[config.mk]
export PLATFORM = sky130hd
export DESIGN_NAME = kgp_mc_controller
export DESIGN_NICKNAME = d
export VERILOG_FILES = /design/src/rtl/kgp_mc_controller.sv
export SDC_FILE = /design/constraint.sdc
export NUM_CORES = 1
export LEC_CHECK = 0
export ABC_AREA = 1
export BUFFER_PORTS_ARGS = -buffer_cell sky130_fd_sc_hd__buf_2
export CAP_MARGIN = 10
export CELL_PAD_IN_SITES_DETAIL_PLACEMENT = 1
export CELL_PAD_IN_SITES_GLOBAL_PLACEMENT = 1
export CORE_MARGIN = 5
export CORE_UTILIZATION = 40
export CTS_CLUSTER_SIZE = 30
export DETAILED_ROUTE_END_ITERATION = 8
export PLACE_DENSITY_LB_ADDON = 0.08
export SYNTH_ARGS = -nofsm -noshare
export SYNTH_HDL_FRONTEND = slang
export SYNTH_SLANG_ARGS = --single-unit
[constraint.sdc]
create_clock -name clk -period 3.28 [get_ports clk]
set_input_delay 0.164 -clock clk [delete_from_list [all_inputs] [get_ports clk]]
set_output_delay 0.164 -clock clk [all_outputs]
set_load 0.02 [all_outputs]
[src/rtl/kgp_mc_controller.sv]
// Multi-cycle controller: sequences fetch/decode/exec/mem/writeback and decodes
// datapath controls from the current state plus the instruction fields.
module kgp_mc_controller #(
    parameter int MEM_TIMEOUT = 15
) (
    input  logic        clk,
    input  logic        rst,
    input  logic        run,
    input  logic [5:0]  opcode,
    input  logic [4:0]  funccode,
    input  logic        zeroFlag,
    input  logic        negFlag,
    input  logic        carryFlag,
    input  logic        mem_ready,
    output logic        pcWrite,
    output logic        irWrite,
    output logic        regWrite,
    output logic        memRead,
    output logic        memWrite,
    output logic        memToReg,
    output logic        brLink,
    output logic        branch,
    output logic        ALUFrc,
    output logic [1:0]  ALUSrc,
    output logic [3:0]  ALUResOp,
    output logic        halted,
    output logic        err,
    output logic [31:0] instrCount
);

    localparam int WW = $clog2(MEM_TIMEOUT + 1);

    localparam logic [5:0] OP_RALU = 6'b000000;
    localparam logic [5:0] OP_IALU = 6'b000001;
    localparam logic [5:0] OP_LW   = 6'b000010;
    localparam logic [5:0] OP_SW   = 6'b000011;
    localparam logic [5:0] OP_B    = 6'b000100;
    localparam logic [5:0] OP_BL   = 6'b000101;
    localparam logic [5:0] OP_BR   = 6'b000110;
    localparam logic [5:0] OP_BCND = 6'b000111;
    localparam logic [5:0] OP_HALT = 6'b111111;

    typedef enum logic [2:0] {
        S_IDLE, S_FETCH, S_DECODE, S_EXEC, S_MEM, S_WB, S_HALT, S_ERR
    } state_t;

    state_t          r_state;
    state_t          w_next;
    logic [WW-1:0]   r_wait;
    logic [31:0]     r_instr_cnt;

    logic            w_legal;
    logic            w_is_lw;
    logic            w_is_sw;
    logic            w_is_bl;
    logic            w_timeout;
    logic            w_cond_ok;
    logic            w_cond_taken;
    logic            w_retire;
    logic            w_mem_state;

    assign w_is_lw     = (opcode == OP_LW);
    assign w_is_sw     = (opcode == OP_SW);
    assign w_is_bl     = (opcode == OP_BL);
    assign w_legal     = (opcode <= OP_BCND) || (opcode == OP_HALT);
    assign w_mem_state = (r_state == S_FETCH) || (r_state == S_MEM);
    // This is the MEM_TIMEOUT-th consecutive cycle without mem_ready.
    assign w_timeout   = !mem_ready && (r_wait == WW'(MEM_TIMEOUT - 1));

    always_comb begin
        w_cond_ok    = 1'b1;
        w_cond_taken = 1'b0;
        case (funccode)
            5'b00000: w_cond_taken = negFlag;
            5'b00001: w_cond_taken = zeroFlag;
            5'b00010: w_cond_taken = !zeroFlag;
            5'b00011: w_cond_taken = carryFlag;
            5'b00100: w_cond_taken = !carryFlag;
            default:  w_cond_ok    = 1'b0;
        endcase
    end

    always_ff @(posedge clk) begin
        if (rst) begin
            r_state <= S_IDLE;
        end else begin
            r_state <= w_next;
        end
    end

    always_comb begin
        w_next   = r_state;
        pcWrite  = 1'b0;
        irWrite  = 1'b0;
        regWrite = 1'b0;
        memRead  = 1'b0;
        memWrite = 1'b0;
        memToReg = 1'b0;
        brLink   = 1'b0;
        branch   = 1'b0;
        ALUFrc   = 1'b0;
        ALUSrc   = 2'd0;
        ALUResOp = 4'd0;
        case (r_state)
            S_IDLE: begin
                if (run) w_next = S_FETCH;
            end
            S_FETCH: begin
                memRead = 1'b1;
                if (mem_ready) begin
                    irWrite = 1'b1;
                    pcWrite = 1'b1;
                    w_next  = S_DECODE;
                end else if (w_timeout) begin
                    w_next = S_ERR;
                end
            end
            S_DECODE: begin
                if (!w_legal)                w_next = S_ERR;
                else if (opcode == OP_HALT)  w_next = S_HALT;
                else                         w_next = S_EXEC;
            end
            S_EXEC: begin
                case (opcode)
                    OP_RALU: begin
                        ALUFrc   = 1'b1;
                        ALUSrc   = funccode[4] ? 2'd2 : 2'd0;
                        ALUResOp = funccode[3:0];
                        w_next   = S_WB;
                    end
                    OP_IALU: begin
                        ALUFrc   = 1'b1;
                        ALUSrc   = 2'd1;
                        ALUResOp = funccode[3:0];
                        w_next   = S_WB;
                    end
                    OP_LW, OP_SW: begin
                        ALUSrc = 2'd1;
                        w_next = S_MEM;
                    end
                    OP_B, OP_BR: begin
                        branch  = 1'b1;
                        pcWrite = 1'b1;
                        w_next  = S_FETCH;
                    end
                    OP_BL: begin
                        branch  = 1'b1;
                        pcWrite = 1'b1;
                        w_next  = S_WB;
                    end
                    OP_BCND: begin
                        if (w_cond_ok) begin
                            branch  = w_cond_taken;
                            pcWrite = w_cond_taken;
                            w_next  = S_FETCH;
                        end else begin
                            w_next = S_ERR;
                        end
                    end
                    default: w_next = S_ERR;
                endcase
            end
            S_MEM: begin
                if (w_is_lw || w_is_sw) begin
                    memRead  = w_is_lw;
                    memWrite = w_is_sw;
                    if (mem_ready)      w_next = w_is_lw ? S_WB : S_FETCH;
                    else if (w_timeout) w_next = S_ERR;
                end else begin
                    w_next = S_ERR;
                end
            end
            S_WB: begin
                regWrite = 1'b1;
                memToReg = w_is_lw;
                brLink   = w_is_bl;
                w_next   = S_FETCH;
            end
            default: w_next = r_state;
        endcase
    end

    // An instruction retires when control returns to FETCH or enters HALT.
    assign w_retire = (((r_state == S_EXEC) || (r_state == S_MEM) || (r_state == S_WB))
                       && (w_next == S_FETCH))
                   || ((r_state == S_DECODE) && (w_next == S_HALT));

    always_ff @(posedge clk) begin
        if (rst) begin
            r_instr_cnt <= 32'd0;
        end else if (w_retire) begin
            r_instr_cnt <= r_instr_cnt + 32'd1;
        end
    end

    always_ff @(posedge clk) begin
        if (rst) begin
            r_wait <= '0;
        end else if (w_mem_state && !mem_ready && (w_next == r_state)) begin
            r_wait <= r_wait + 1'b1;
        end else begin
            r_wait <= '0;
        end
    end

    assign halted     = (r_state == S_HALT);
    assign err        = (r_state == S_ERR);
    assign instrCount = r_instr_cnt;

endmodule

After elaboration in Yosys (flattened, before gate mapping) --
Cells that the tools add are included.
Storage, ports and cells: flip-flop bits (word level) 39
Operators by class: $lt $le $gt $ge 1, bitwise gates (word level) 1, add/subtract/negate cells 2, reductions and logical operators 25, eq/ne operators 23, mux-type cells 33
Operators by type and width (count):
- adder 32 x 1 -> 32 bit, second input constant | 1
- two-way mux 3 bit | 9
- == test 6 x 3 -> 1 bit, second input constant | 4
- one-hot mux 3 bit (6 select lines) | 1
- == test 3 bit, second input constant | 5
- two-way mux 1 bit | 13
- == test 6 x 2 -> 1 bit, second input constant | 2
- one-hot mux 3 bit (4 select lines) | 1
- == test 5 x 2 -> 1 bit, second input constant | 2
- OR reduction 3 bit | 3
- two-way mux 4 bit | 2
- OR reduction 2 bit | 4
- == test 3 x 1 -> 1 bit, second input constant | 2
- == test 3 x 2 -> 1 bit, second input constant | 2
- == test 6 x 1 -> 1 bit, second input constant | 1
- == test 6 bit, second input constant | 1
- <= comparator 6 x 3 -> 1 bit, second input constant | 1
- logical NOT 6 bit | 1
- logical OR 1 bit | 6
- one-hot mux 1 bit (2 select lines) | 3
- == test 5 x 1 -> 1 bit, second input constant | 1
- == test 5 x 3 -> 1 bit, second input constant | 1
- logical AND 1 bit | 5
- logical NOT 5 bit | 1
- 10 further kinds | 13

Logic depth before layout (Yosys ltp) --
depth in word-level cells 10, depth in mapped cells 14, depth with buffers taken out 14

Worst setup path before layout --
OpenSTA, ideal clock, no wires.
kind register to register, start point register r_instr_cnt[1], in the netlist instrCount[1], end point register r_instr_cnt[26], in the netlist instrCount[26], data required time 3.148 ns, setup slack 1.414 ns, period minus slack after synthesis 1.866 ns, setup time 0.132 ns, arrival time 1.734 ns, cell stages (with the launch flop) 13, buffers on the path 0, cell sequence dfxtp_1 -> ha_1 -> nand3_1 -> nor2_1 -> inv_1 -> nor2_2 -> inv_1 -> nor2_1 -> nand2_1 -> nand2_1 -> nand2_1 -> nand2_1 -> a21oi_1
Between the ends: word-level cells in the longest chain between the ends 1
Ends and longest elaborated chain:
- start, declared | line 50 | logic [31:0] r_instr_cnt;
- start signal, assigned | line 192 | r_instr_cnt <= r_instr_cnt + 32'd1;
- adder 32 x 1 -> 32 bit | line 192
Every way passes these cells. A chain may end at the register's enable or synchronous reset.

Final worst setup path --
start point register r_state[0], end point register r_instr_cnt[18], in the netlist instrCount[18]
Between the ends: word-level cells in the longest chain between the ends 7
Ends and longest elaborated chain:
- start, declared | line 47 | state_t r_state;
- start signal, assigned | line 87 | r_state <= w_next;
- two-way mux 3 bit | line 114, 168
- two-way mux 3 bit | line 167 | if (mem_ready) w_next = w_is_lw ? S_WB : S_FETCH;
- two-way mux 3 bit | line 164 | if (w_is_lw || w_is_sw) begin
- one-hot mux 3 bit (6 select lines) | line 104 | case (r_state)
- == test 3 x 1 -> 1 bit or == test 3 bit (tied branches) | line 185, 186
- logical AND 1 bit (on tied branches) | line 185, 186
- logical OR 1 bit * | line 186 | || ((r_state == S_DECODE) && (w_next == S_HALT));
Mark *: on every way between the ends. The rest lies on a longest branch, timed or not.

==> metrics.txt <==
status=finished clean; DRC=0; post-cts repair resize count=0; register bit total from synthesis=39; CTS tree=yes; post-CTS repair timing setup buffer count=0; post-layout min period=2.398 ns; adder-cell share of the synthesized area=1.326%; Cell Rows=30; Leak=1.431 nW; initial antenna violation count=0; XOR/XNOR Fraction of Synth Area=9.593%; Cell Pwr Density=481.0 nW/um2; Remaining Overflow, GRT=0; Worst Skew=0.01503 ns; CP Cell Sequence=nand2_1, nor2_2, nand2_1, nand2_1, nor2_2, nand2_1, nand2_1, nor2_1, nand3_2, nand3_1, a21oi_1; Pre-Repair DR Iteration Count=4; simple-gate share of the synthesized area=42.84%; critical path required time=3.43 ns; Mean Syn Cell Area=6.180 um2; max_slew headroom=50.04%; fin crit share=73.12%; Die Span Y=94.12 um; type of the tightest min-delay check=in2reg; core area=6832 um2; Post-Route WL=8988 um; Setup crit end kind=flop; Setup TNS=0 ns; CTS Root Cell=clkbuf_8; first-pass GRT wire length=15180 um; Nets=539; fmax=417.0 MHz; cell count after synthesis=458; largest net degree at the start of global routing=36; post-synth top area cell=dfxtp_1; main combinational cell family by area after synthesis=simple AND/OR/NAND/NOR gates; final slew viol count=0; NetSw=0.0007293 W; most frequent cells in the layout=nand2_1 (118), buf_2 (66), nor2_1 (62), nand3_1 (53), inv_1 (44); routed len/inst=14.61 um; Power, Total=0.001580 W; layout cells sized above 1=17.15%; vias in the first global route=3149; Yosys top cell area share=27.59%; I/O pins=67; Synth warnings=0; DRT iter0 DRCs=180; post-synthesis compound-gate area fraction=8.798%; Starting Density=41.43%; DRT antenna net count=0; peak supply drop=0.0003149 V; Total GRT Usage=21.22%; Hold Fails Final Rpt=0; CTS HTree Levels=2; CTS max path bufs=2; internal power=0.0008506 W; critical path type=reg2reg; Final setup violation count=0; Clock transition at path regs=0.08 ns; Hold Buf Count CTS=0; Clock Power Share=22.9%; # fillers=1026; total number of vias=3184; ant diodes=0; Port Buffers=66; post-synthesis mux area share=0%; slowest cell on the critical path=nand3_2; startpoint types=flop; Worst Tran Pin Value=0.7474 ns; top post-synthesis cells by area=dfxtp_1 (28%), nand2_1 (16%), nand3_1 (9.4%), nor2_1 (8.2%), xor2_1 (6.5%); vias per cell=5.177; Sink Count=39; die width=94.12 um; syn_nets=479; Worst Path Arrival=2.55 ns; critical path fanouts, max=32; Crit path buffers/inverters=0; CTS Buf Count=5; count of cell types in the netlist=26; most frequent CP cell=nand2_1; power share of the sequential group=35.2%; power share of the combinational group=42.0%; sequential element share of the synthesized area=27.59%; Final Wtd Congestion=0.9090; most common cell after layout, fill and taps aside=nand2_1; hpwl dp=6955 um; Sw Ratio=46.16%; die area=8858 um2; Syn-to-layout area delta=16.05%; Max-Cap Viols=0; Worst-Skew Late Latency=0.31 ns; CP top delay family=simple AND/OR/NAND/NOR gates; Synth Cell Area=2830 um2; unrepaired setup endpoints after global routing=no; slowest stage delay, CP=0.53 ns
-- cells by family (layout without fill, tap and decap cells) --
logic type | after synthesis | in the layout
simple gates | 276 | 276
buf+inv | 62 | 123
fa+ha+maj | 3 | 3
compound gates | 47 | 47
xor+xnor | 31 | 31
flops | 39 | 39
-- tightest hold or removal path, delay by kind of cell --
kind            cells  cell delay (ns)
compound gates      1             0.20
buf+inv             1             0.15
simple gates        2             0.13
-- cell usage after synthesis, drive strengths merged --
library cell / number
nor2: 67
clkbuf: 6
nand3b: 1
nand4: 5
buf: 8
inv: 48
nand2: 118
nand3: 57
nor3b: 1
xor2: 21
nor3: 21
o21bai: 1
a21oi: 35
o21ai: 11
nor4: 6
ha: 3
dfxtp: 39
xnor2: 10
-- routing by layer --
layer / global-route usage [%] / vias up / part of all wire (%)
met1: 29.84 / 1481 / 49
met3: 3.766 / 13 / 7.0
met5: 0 / - / 0
met2: 33.12 / 94 / 43
met4: 5.776 / 0 / 1.5
li1: - / 1596 / -
-- power groups by stage --
stage | combinational (W) | clock, W | sequential, W
2_1_floorplan | 0.000559 | 0 | 0.000553
3_3_place_gp | 0.000651 | 0 | 0.000566
3_5_place_dp | 0.000667 | 0 | 0.000567
4_1_cts | 0.000670 | 0.000375 | 0.000555
5_1_grt | 0.000748 | 0.000399 | 0.000563
6_report | 0.000663 | 0.000361 | 0.000555
-- sequential cells by signal, summed over array words and instances (netlist names) --
register	count
instrCount	32
r_state	3
r_wait	4
-- worst paths after layout --
check	from	endpoint	slack [ns]	cells past startpoint
setup / recovery	r_state[0]$_SDFF_PP0_	instrCount[18]$_SDFFE_PP0P_	0.88	11
hold / removal	mem_ready	r_wait[2]$_SDFF_PP0_	0.37	4
setup reg to reg	r_state[0]$_SDFF_PP0_	instrCount[18]$_SDFFE_PP0P_	0.88	11
hold reg to reg	r_wait[0]$_SDFF_PP0_	r_wait[0]$_SDFF_PP0_	0.48	1
-- through the flow --
stage	hold WS [ns]	util (%)	std cells	worst slack [ns]	area [um2]
finish	0.3735	48.08	615	0.8818	3284
global route	0.3839	48.08	615	0.5313	3284
CTS	0.3618	48.08	615	0.8320	3284
detailed placement	0.4637	46.69	607	0.8644	3189
global placement	0.4450	46.69	607	0.9041	3189
floorplan	0.4143	-	458	1.414	2830
-- final cells by class --
| cell class | instances | area (um2) | area share, % |
|---|---|---|---|
| Clock buffer | 7 | 86.33 | 2.629 |
| Clock inverter | 1 | 8.758 | 0.2667 |
| Inverter | 48 | 180.2 | 5.486 |
| Multi-Input combinational cell | 357 | 1770 | 53.90 |
| Sequential cell | 39 | 780.7 | 23.77 |
| Tap cell | 96 | 120.1 | 3.657 |
| Timing Repair Buffer | 67 | 337.8 | 10.29 |
Note: power is estimated with default switching activity, not from simulation.
